**src/rtl/ddr_button_events.sv**
```systemverilog
// ddr_button_events: debounced direction buttons -> arrow-code event FIFO with valid/ready.
// Optional auto-repeat of held buttons when DDR_BUTTON_AUTOREPEAT_EN is defined.
module ddr_button_events #(
    parameter logic [15:0] DEBOUNCE_CYCLES = 16'd50000,
    parameter int          FIFO_DEPTH      = 4,
    parameter int          FIFO_AW         = 2
`ifdef DDR_BUTTON_AUTOREPEAT_EN
    ,
    parameter logic [31:0] REPEAT_DELAY    = 32'd50000000,
    parameter logic [31:0] REPEAT_PERIOD   = 32'd10000000
`endif
) (
    input  logic               clk,
    input  logic               reset,
    input  logic               enable,
    input  logic               btnU,
    input  logic               btnD,
    input  logic               btnL,
    input  logic               btnR,
    input  logic               clear_ovf,
    output logic               evt_valid,
    output logic [1:0]         evt_dir,
    input  logic               evt_ready,
    output logic [3:0]         btn_level,
    output logic [FIFO_AW:0]   fifo_count,
    output logic               overflow
);
    logic [3:0]        raw, syncA, syncB, stable, stableNext, rise;
    logic [3:0][15:0]  dbCnt, dbCntNext;
    logic [3:0]        pending, pendingNext, grant, repeatSet;
    logic [1:0]        grantDir, pushDir;
    logic              pushVld, pop, accept, drop;
    logic [1:0]        fifoMem [FIFO_DEPTH];
    logic [FIFO_AW-1:0] rdPtr, wrPtr;
    logic [FIFO_AW:0]  count, countNext;

    assign raw = {btnR, btnL, btnD, btnU};

    always_comb begin
        stableNext = stable;
        dbCntNext  = '0;
        for (int i = 0; i < 4; i++) begin
            if (syncB[i] != stable[i]) begin
                if (dbCnt[i] == DEBOUNCE_CYCLES - 16'd1)
                    stableNext[i] = ~stable[i];
                else
                    dbCntNext[i] = dbCnt[i] + 16'd1;
            end
        end
    end

    assign rise        = stableNext & ~stable;
    assign grant       = pending & (~pending + 4'd1);
    assign grantDir    = pending[0] ? 2'd0 : pending[1] ? 2'd1 : pending[2] ? 2'd2 : 2'd3;
    assign pendingNext = enable ? ((pending & ~grant) | rise | repeatSet) : 4'd0;

    // Arbiter output is registered; the FIFO write happens one edge after selection.
    assign evt_valid = count != '0;
    assign evt_dir   = evt_valid ? fifoMem[rdPtr] : 2'd0;
    assign pop       = evt_valid && evt_ready;
    assign accept    = pushVld && (!count[FIFO_AW] || pop);
    assign drop      = pushVld && count[FIFO_AW] && !pop;
    assign countNext = (accept && !pop) ? count + (FIFO_AW+1)'(1) :
                       (pop && !accept) ? count - (FIFO_AW+1)'(1) : count;

    assign btn_level  = stable;
    assign fifo_count = count;

    always_ff @(posedge clk or negedge reset) begin
        if (!reset) begin
            syncA    <= '0;
            syncB    <= '0;
            stable   <= '0;
            dbCnt    <= '0;
            pending  <= '0;
            pushVld  <= 1'b0;
            pushDir  <= '0;
            rdPtr    <= '0;
            wrPtr    <= '0;
            count    <= '0;
            overflow <= 1'b0;
        end else begin
            syncA    <= raw;
            syncB    <= syncA;
            stable   <= stableNext;
            dbCnt    <= dbCntNext;
            pending  <= pendingNext;
            pushVld  <= enable && (pending != 4'd0);
            pushDir  <= grantDir;
            if (accept)
                wrPtr <= wrPtr + FIFO_AW'(1);
            if (pop)
                rdPtr <= rdPtr + FIFO_AW'(1);
            count    <= countNext;
            overflow <= drop || (overflow && !clear_ovf);
        end
    end

    always_ff @(posedge clk) begin
        if (accept)
            fifoMem[wrPtr] <= pushDir;
    end

`ifdef DDR_BUTTON_AUTOREPEAT_EN
    logic [3:0][31:0] rptTimer;
    logic [3:0]       rptArmed, rptFirst;

    always_comb begin
        repeatSet = '0;
        for (int i = 0; i < 4; i++)
            repeatSet[i] = rptArmed[i] && stable[i] && enable &&
                           rptTimer[i] == (rptFirst[i] ? REPEAT_DELAY : REPEAT_PERIOD) - 32'd1;
    end

    always_ff @(posedge clk or negedge reset) begin
        if (!reset) begin
            rptTimer <= '0;
            rptArmed <= '0;
            rptFirst <= '0;
        end else begin
            for (int i = 0; i < 4; i++) begin
                if (rise[i] && enable) begin
                    rptArmed[i] <= 1'b1;
                    rptFirst[i] <= 1'b1;
                    rptTimer[i] <= '0;
                end else if (!stableNext[i] || !enable) begin
                    rptArmed[i] <= 1'b0;
                    rptTimer[i] <= '0;
                end else if (repeatSet[i]) begin
                    rptFirst[i] <= 1'b0;
                    rptTimer[i] <= '0;
                end else if (rptArmed[i]) begin
                    rptTimer[i] <= rptTimer[i] + 32'd1;
                end
            end
        end
    end
`else
    assign repeatSet = 4'd0;
`endif
endmodule

```
**config.mk**
```make
export PLATFORM = sky130hd
export DESIGN_NAME = ddr_button_events
export DESIGN_NICKNAME = d
export VERILOG_FILES = /design/src/rtl/ddr_button_events.sv
export SDC_FILE = /design/constraint.sdc
export NUM_CORES = 1
export LEC_CHECK = 0
export CAP_MARGIN = 20
export CORE_ASPECT_RATIO = 0.75
export CORE_MARGIN = 3
export CORE_UTILIZATION = 55
export DETAILED_ROUTE_END_ITERATION = 8
export HOLD_SLACK_MARGIN = 0.05
export MAX_ROUTING_LAYER = met4
export PLACE_DENSITY = 0.79
export SYNTH_ARGS = -nofsm -noshare
export SYNTH_HDL_FRONTEND = slang
export SYNTH_SLANG_ARGS = --single-unit
```
**constraint.sdc**
```tcl
create_clock -name clk -period 5.1 [get_ports clk]
set_input_delay 0.765 -clock clk [delete_from_list [all_inputs] [get_ports clk]]
set_output_delay 0.765 -clock clk [all_outputs]
set_load 0.02 [all_outputs]
```
==> qor.yml <==
placement:
  pre_cts_ws_ns: 2.14
  place.gp.congestion: 0.864
  dp_hpwl_mm: 5.61
  io_buffers: 19
floorplan:
  initial_core_util_pct: 59.0
  row_count: 27
  chipHeight_um: 84.4
  die_w_um: 111
  core-area_um2: 7630
  fp.dieArea_um2: 9330
  io_pins: 20
critical_path:
  end_kind: "primary output"
  crit_path_max_incr_delay_ns: 0.53
  crit_slowest_cell: "clkdlybuf4s50_1"
  path_class: "register to primary output"
  cp_max_fo: 4
  critPathLaunchType: "register"
  crit_chain: "mux4_2, and2_1, clkdlybuf4s50_1"
  crit_arrival_ns: 2.03
  cp.required_ns: 4.34
routing:
  wirelength_mm: 7.96
  firstDrtPassIters: 4
  drc_errors: 0
  viasPerCell: 5.57
  drtAntennaViolNets: 0
  wl_per_cell_um: 14.6
  drt_iter0_markers: 219
  vias: 3031
clocking:
  cts_made_buffers: 9
  cts_resized: 0
  cts.sinks: 99
  cts.clk_slew.worst_paths_ns: 0.09
  holdBufCountCts: 0
  insertion_delay_ns: 0.37
  clk_path_buf_depth: 2
  cts_tree: "built"
  htree_num_levels: 3
  cts_setup_buffers: 0
  cts-root-buf: "clkbuf_8"
global_route:
  antenna_found_initial: 0
  grt_use_total_pct: 19.7
  gr-total-overflow: 0
  grt_pass1_wl_mm: 14.6
  grt_max_degree: 48
  first_global_vias: 3094
timing:
  setup_violations: 0
  fin_ws_ns: 2.30
  max_freq_mhz: 358
  period_share_pct: 54.8
  tns_ns: 0
  grt_setup_unrepaired: "false"
  relSlewSlack_pct: 40.9
  slew_violations: 0
  finalHoldViolations: 0
  skew_ns: 0.0153
  period_needed_ns: 2.80
  tightest_slew_ns: 0.883
cells_and_area:
  layout_commonest_cell: "dfrtp_1"
  mostFrequentLayoutCells: "dfrtp_1, nor2_1, xnor2_1"
  area_growth_pct: 10.5
  antenna_cells: 0
  fillCellCount: 603
  nets: 457
  drive_above_1_share_pct: 6.77
pwr:
  ir_worst_vdd_v: 0.000240
  p_leak_nw: 1.99
  p_per_area_nw_per_um2: 306
synth:
  yosysSeqAreaShare_pct: 55.9
  synth_nets: 431
  syn_area_per_cell_um2: 10.9
  synth-seq-cells: 99
  syn_inst: 412
  yosysWarnings: 0
  synth_cell_type_count: 35
  syn_area_um2: 4510
hold_path:
  min_path_type: "register to register"
run_status:
  status: "finished clean"
job:
  drv_cap: 0
-- sequential cells by signal (all words and copies together) (netlist names) --
register	count
btn_level	4
syncA	4
dbCnt	64
fifo_count	3
syncB	4
pushDir	2
rdPtr	2
overflow	1
fifoMem	8
pushVld	1
pending	4
wrPtr	2
-- routing by layer --
layer	GRT usage, %	wire length, µm	share of wire [%]	up-vias
li1	-	-	-	1470
met5	-	0	0	-
met1	26.3	3760	47	1476
met2	29.2	3650	46	73
met3	5.55	424	5.3	12
met4	6.60	121	1.5	0
-- report_power, final --
part	switching (mW)	internal [mW]
logic	0.101	0.106
clock network	0.259	0.190
registers	0.0419	0.826
-- Yosys cell counts --
cell,number,area share (%)
edfxtp_1,8,5.3
mux4_2,2,1.0
and4bb_2,1,0.28
nand2_1,24,2.0
nand4_1,18,2.5
a32o_1,1,0.22
nor2_1,71,5.9
nor4b_1,3,0.58
nor4bb_1,5,1.1
clkbuf_1,4,0.33
a21boi_1,1,0.17
inv_1,17,1.4
a21oi_1,3,0.33
buf_2,1,0.11
and4_1,1,0.19
and3_1,6,0.83
xor2_1,14,2.7
fa_1,1,0.44
o41ai_4,1,0.61
and2_1,6,0.83
or3b_2,3,0.58
a21boi_0,3,0.50
ha_1,9,2.5
mux2_2,5,1.2
nand3_1,20,2.2
nor4_1,16,2.2
o21a_1,1,0.17
or3_1,4,0.56
xnor2_1,50,9.7
nand3_2,1,0.22
o21ai_0,4,0.44
and4b_1,1,0.22
or4_4,1,0.25
nor3_1,15,1.7
dfrtp_1,91,51
-- logic make-up after synthesis --
family | Yosys count | synth area share [%]
xor gates and xnor gates | 64 | 12.4
muxes | 7 | 2.25
adders and majority gates | 10 | 2.94
DFF | 99 | 55.9
and+or+nand+nor | 196 | 22.2
buffers and inverters | 22 | 1.86
AOI/OAI and AO/OA | 14 | 2.44
-- worst max-delay path, delay by kind of cell (launching register included) --
| family | cells | cell delay, ns |
|---|---|---|
| buf+inv | 1 | 0.53 |
| mux | 1 | 0.51 |
| flops | 1 | 0.46 |
| simple gates | 1 | 0.17 |
-- layout make-up --
type	count	area [µm²]	share of cell area [%]
Clock buffer	12	145	2.92
Clock inverter	4	26.3	0.528
Inverter	17	63.8	1.28
Multi-Input combinational cell	291	1900	38.3
Sequential cell	99	2520	50.6
Timing Repair Buffer	20	195	3.92
Tap cell	101	126	2.54
-- stage by stage --
stage	cells	instance area [µm²]	total power, mW	hold slack [ns]	util (%)
finish	544	4980	1.52	0.358	65.2
global route	544	4980	1.60	0.377	65.2
CTS	544	4980	1.54	0.359	65.2
detailed placement	528	4810	1.09	0.338	63.0
global placement	528	4810	1.09	0.334	63.0
floorplan	412	4510	1.00	0.331	-
-- final timing paths --
check	from	to	slack [ns]	depth (start not counted)
worst max register to register	fifo_count[0]	fifo_count[2]	3.00	8
min in group asynchronous	reset	fifo_count[2]	0.39	1
worst min-delay path	syncA[3]	syncB[3]	0.36	0
worst max-delay path	rdPtr[0]	evt_dir[1]	2.30	3
worst min register to register	syncA[3]	syncB[3]	0.36	0
max in group asynchronous	reset	dbCnt[61]	3.72	2
No activity file was read; power rests on OpenSTA's default activity.
==> RTL change: new RTL, config.mk and constraints unchanged <==
Set the parameter `DEBOUNCE_CYCLES` to 16'd25000 (it was 16'd50000).
--- a/src/rtl/ddr_button_events.sv
+++ b/src/rtl/ddr_button_events.sv
@@ -2,5 +2,5 @@
 // Optional auto-repeat of held buttons when DDR_BUTTON_AUTOREPEAT_EN is defined.
 module ddr_button_events #(
-    parameter logic [15:0] DEBOUNCE_CYCLES = 16'd50000,
+    parameter logic [15:0] DEBOUNCE_CYCLES = 16'd25000,
     parameter int          FIFO_DEPTH      = 4,
     parameter int          FIFO_AW         = 2
Behaviour: same outputs for any inputs over 10 cycles, from zero or initial values and one cycle with reset low; that may be too few to reach the edited logic, so the function may still have changed.
==> RTL change against the original RTL <==
  * Area after synthesis decreased by 1.1%
  * Design area about the same
  * Largest power group unchanged
  * Count of clock-buffer cells in the layout unchanged
  * Global-route usage decreased by 0.47 points
  * Routed wire length decreased by 3.0%
  * Setup slack got worse by 0.74 ps
  * Fmax about the same
  * Total power increased by 7.3%
  * Critical path type unchanged
  * Clock power increased by 25%
  * Register-to-register slack got worse by 140 ps
  * Sequential cell count unchanged
  * Sequential share of layout area about the same
==> RTL change: results (changes against the original RTL) <==
[pwr]
power_density_nw_per_um2 = 328  ; was 306 nW/µm²
power_mw = 1.64  ; was 1.52 mW
power_frac_comb = 0.127  ; was 0.135
p_int_mw = 1.24  ; was 1.12 mW
ir_drop_v = 0.000246  ; was 0.000240 V

[cells_and_area]
multi_input_cells = 287  ; was 291
fin_cells = 540  ; was 544
fill_cells = 601  ; was 603
drive_gt1_frac = 0.0661  ; was 0.0677
num-nets-final = 453  ; was 457
multiInputGateArea_um2 = 1850  ; was 1900 µm²

[place]
place_area_um2 = 4750  ; was 4810 µm²
dp_hpwl_um = 5280  ; was 5610 µm
place.gp.congestion = 0.843  ; was 0.864
dp.cells = 524  ; was 528
dp_slack_ps = 2140  ; about the same

[synth]
synth_cell_type_count = 32  ; was 35
synthTopCellsByCount = dfrtp_1 (91), nor2_1 (72), xnor2_1 (50), nand2_1 (23), nand3_1 (22)  ; was dfrtp_1 (91), nor2_1 (71), xnor2_1 (50), nand2_1 (24), nand3_1 (20)
syn_nets = 427  ; was 431
synth-seq-area-share = 0.565  ; was 0.559
yosys-top-cells-area = dfrtp_1 (51%), xnor2_1 (9.8%), nor2_1 (6.1%)  ; was dfrtp_1 (51%), xnor2_1 (9.7%), nor2_1 (5.9%)
synthCells = 408  ; was 412

[status]
status = complete, no violations  ; unchanged

[global_routing]
grt_pass1_vias = 2933  ; was 3094
use_met3 = 0.0557  ; was 0.0555
grt_use_met2 = 0.279  ; was 0.292
grt_usage = 0.192  ; was 0.197
grt_pass1_wl_um = 13500  ; was 14600 µm
grt_use_met1 = 0.260  ; was 0.263
grt_start_max_net_pins = 67  ; was 48

[worst_setup_path]
worstSetupStartpoint = rdPtr[0]  ; unchanged
reg2reg_from = dbCnt[26]  ; was fifo_count[0]

[drt]
route.met2.wl_um = 3690  ; was 3650 µm
dr_wl_met3_um = 349  ; was 424 µm
avgViaCountPerCell = 5.47  ; was 5.57

[hold_path]
hold_path_class = input pin to asynchronous set/reset pin  ; was register to register

[timing]
skew_ps = 7.15  ; was 15.3 ps

-- RTL change: final timing paths --
| kind | endpoint | slack [ps] | cells after the start |
|---|---|---|---|
| max in group asynchronous | btn_level[0] | 3700 | 2 |
| min in group clk | syncB[1] | 360 | 0 |
| worst max register to register | pending[1] | 2860 | 4 |
| worst max-delay path | evt_dir[0] | 2300 | 3 |
| worst min register to register | syncB[1] | 360 | 0 |
| worst min-delay path | rdPtr[1] | 290 | 1 |
-- RTL change: cell families after synthesis --
group | count (synthesis) | synth area share
xor gates and xnor gates | 65 | 0.128
adders and majority gates | 10 | 0.0298
buffers and inverters | 22 | 0.0194
and+or+nand+nor | 194 | 0.218
DFF | 99 | 0.565
AOI/OAI and AO/OA | 11 | 0.0171
muxes | 7 | 0.0228
-- RTL change: worst reg2reg max path, stage by stage, from the launching register on --
cell and delay, ps:
dfrtp_1 470, or4_1 570, or4_4 570, or3b_1 410
a21boi_1 150
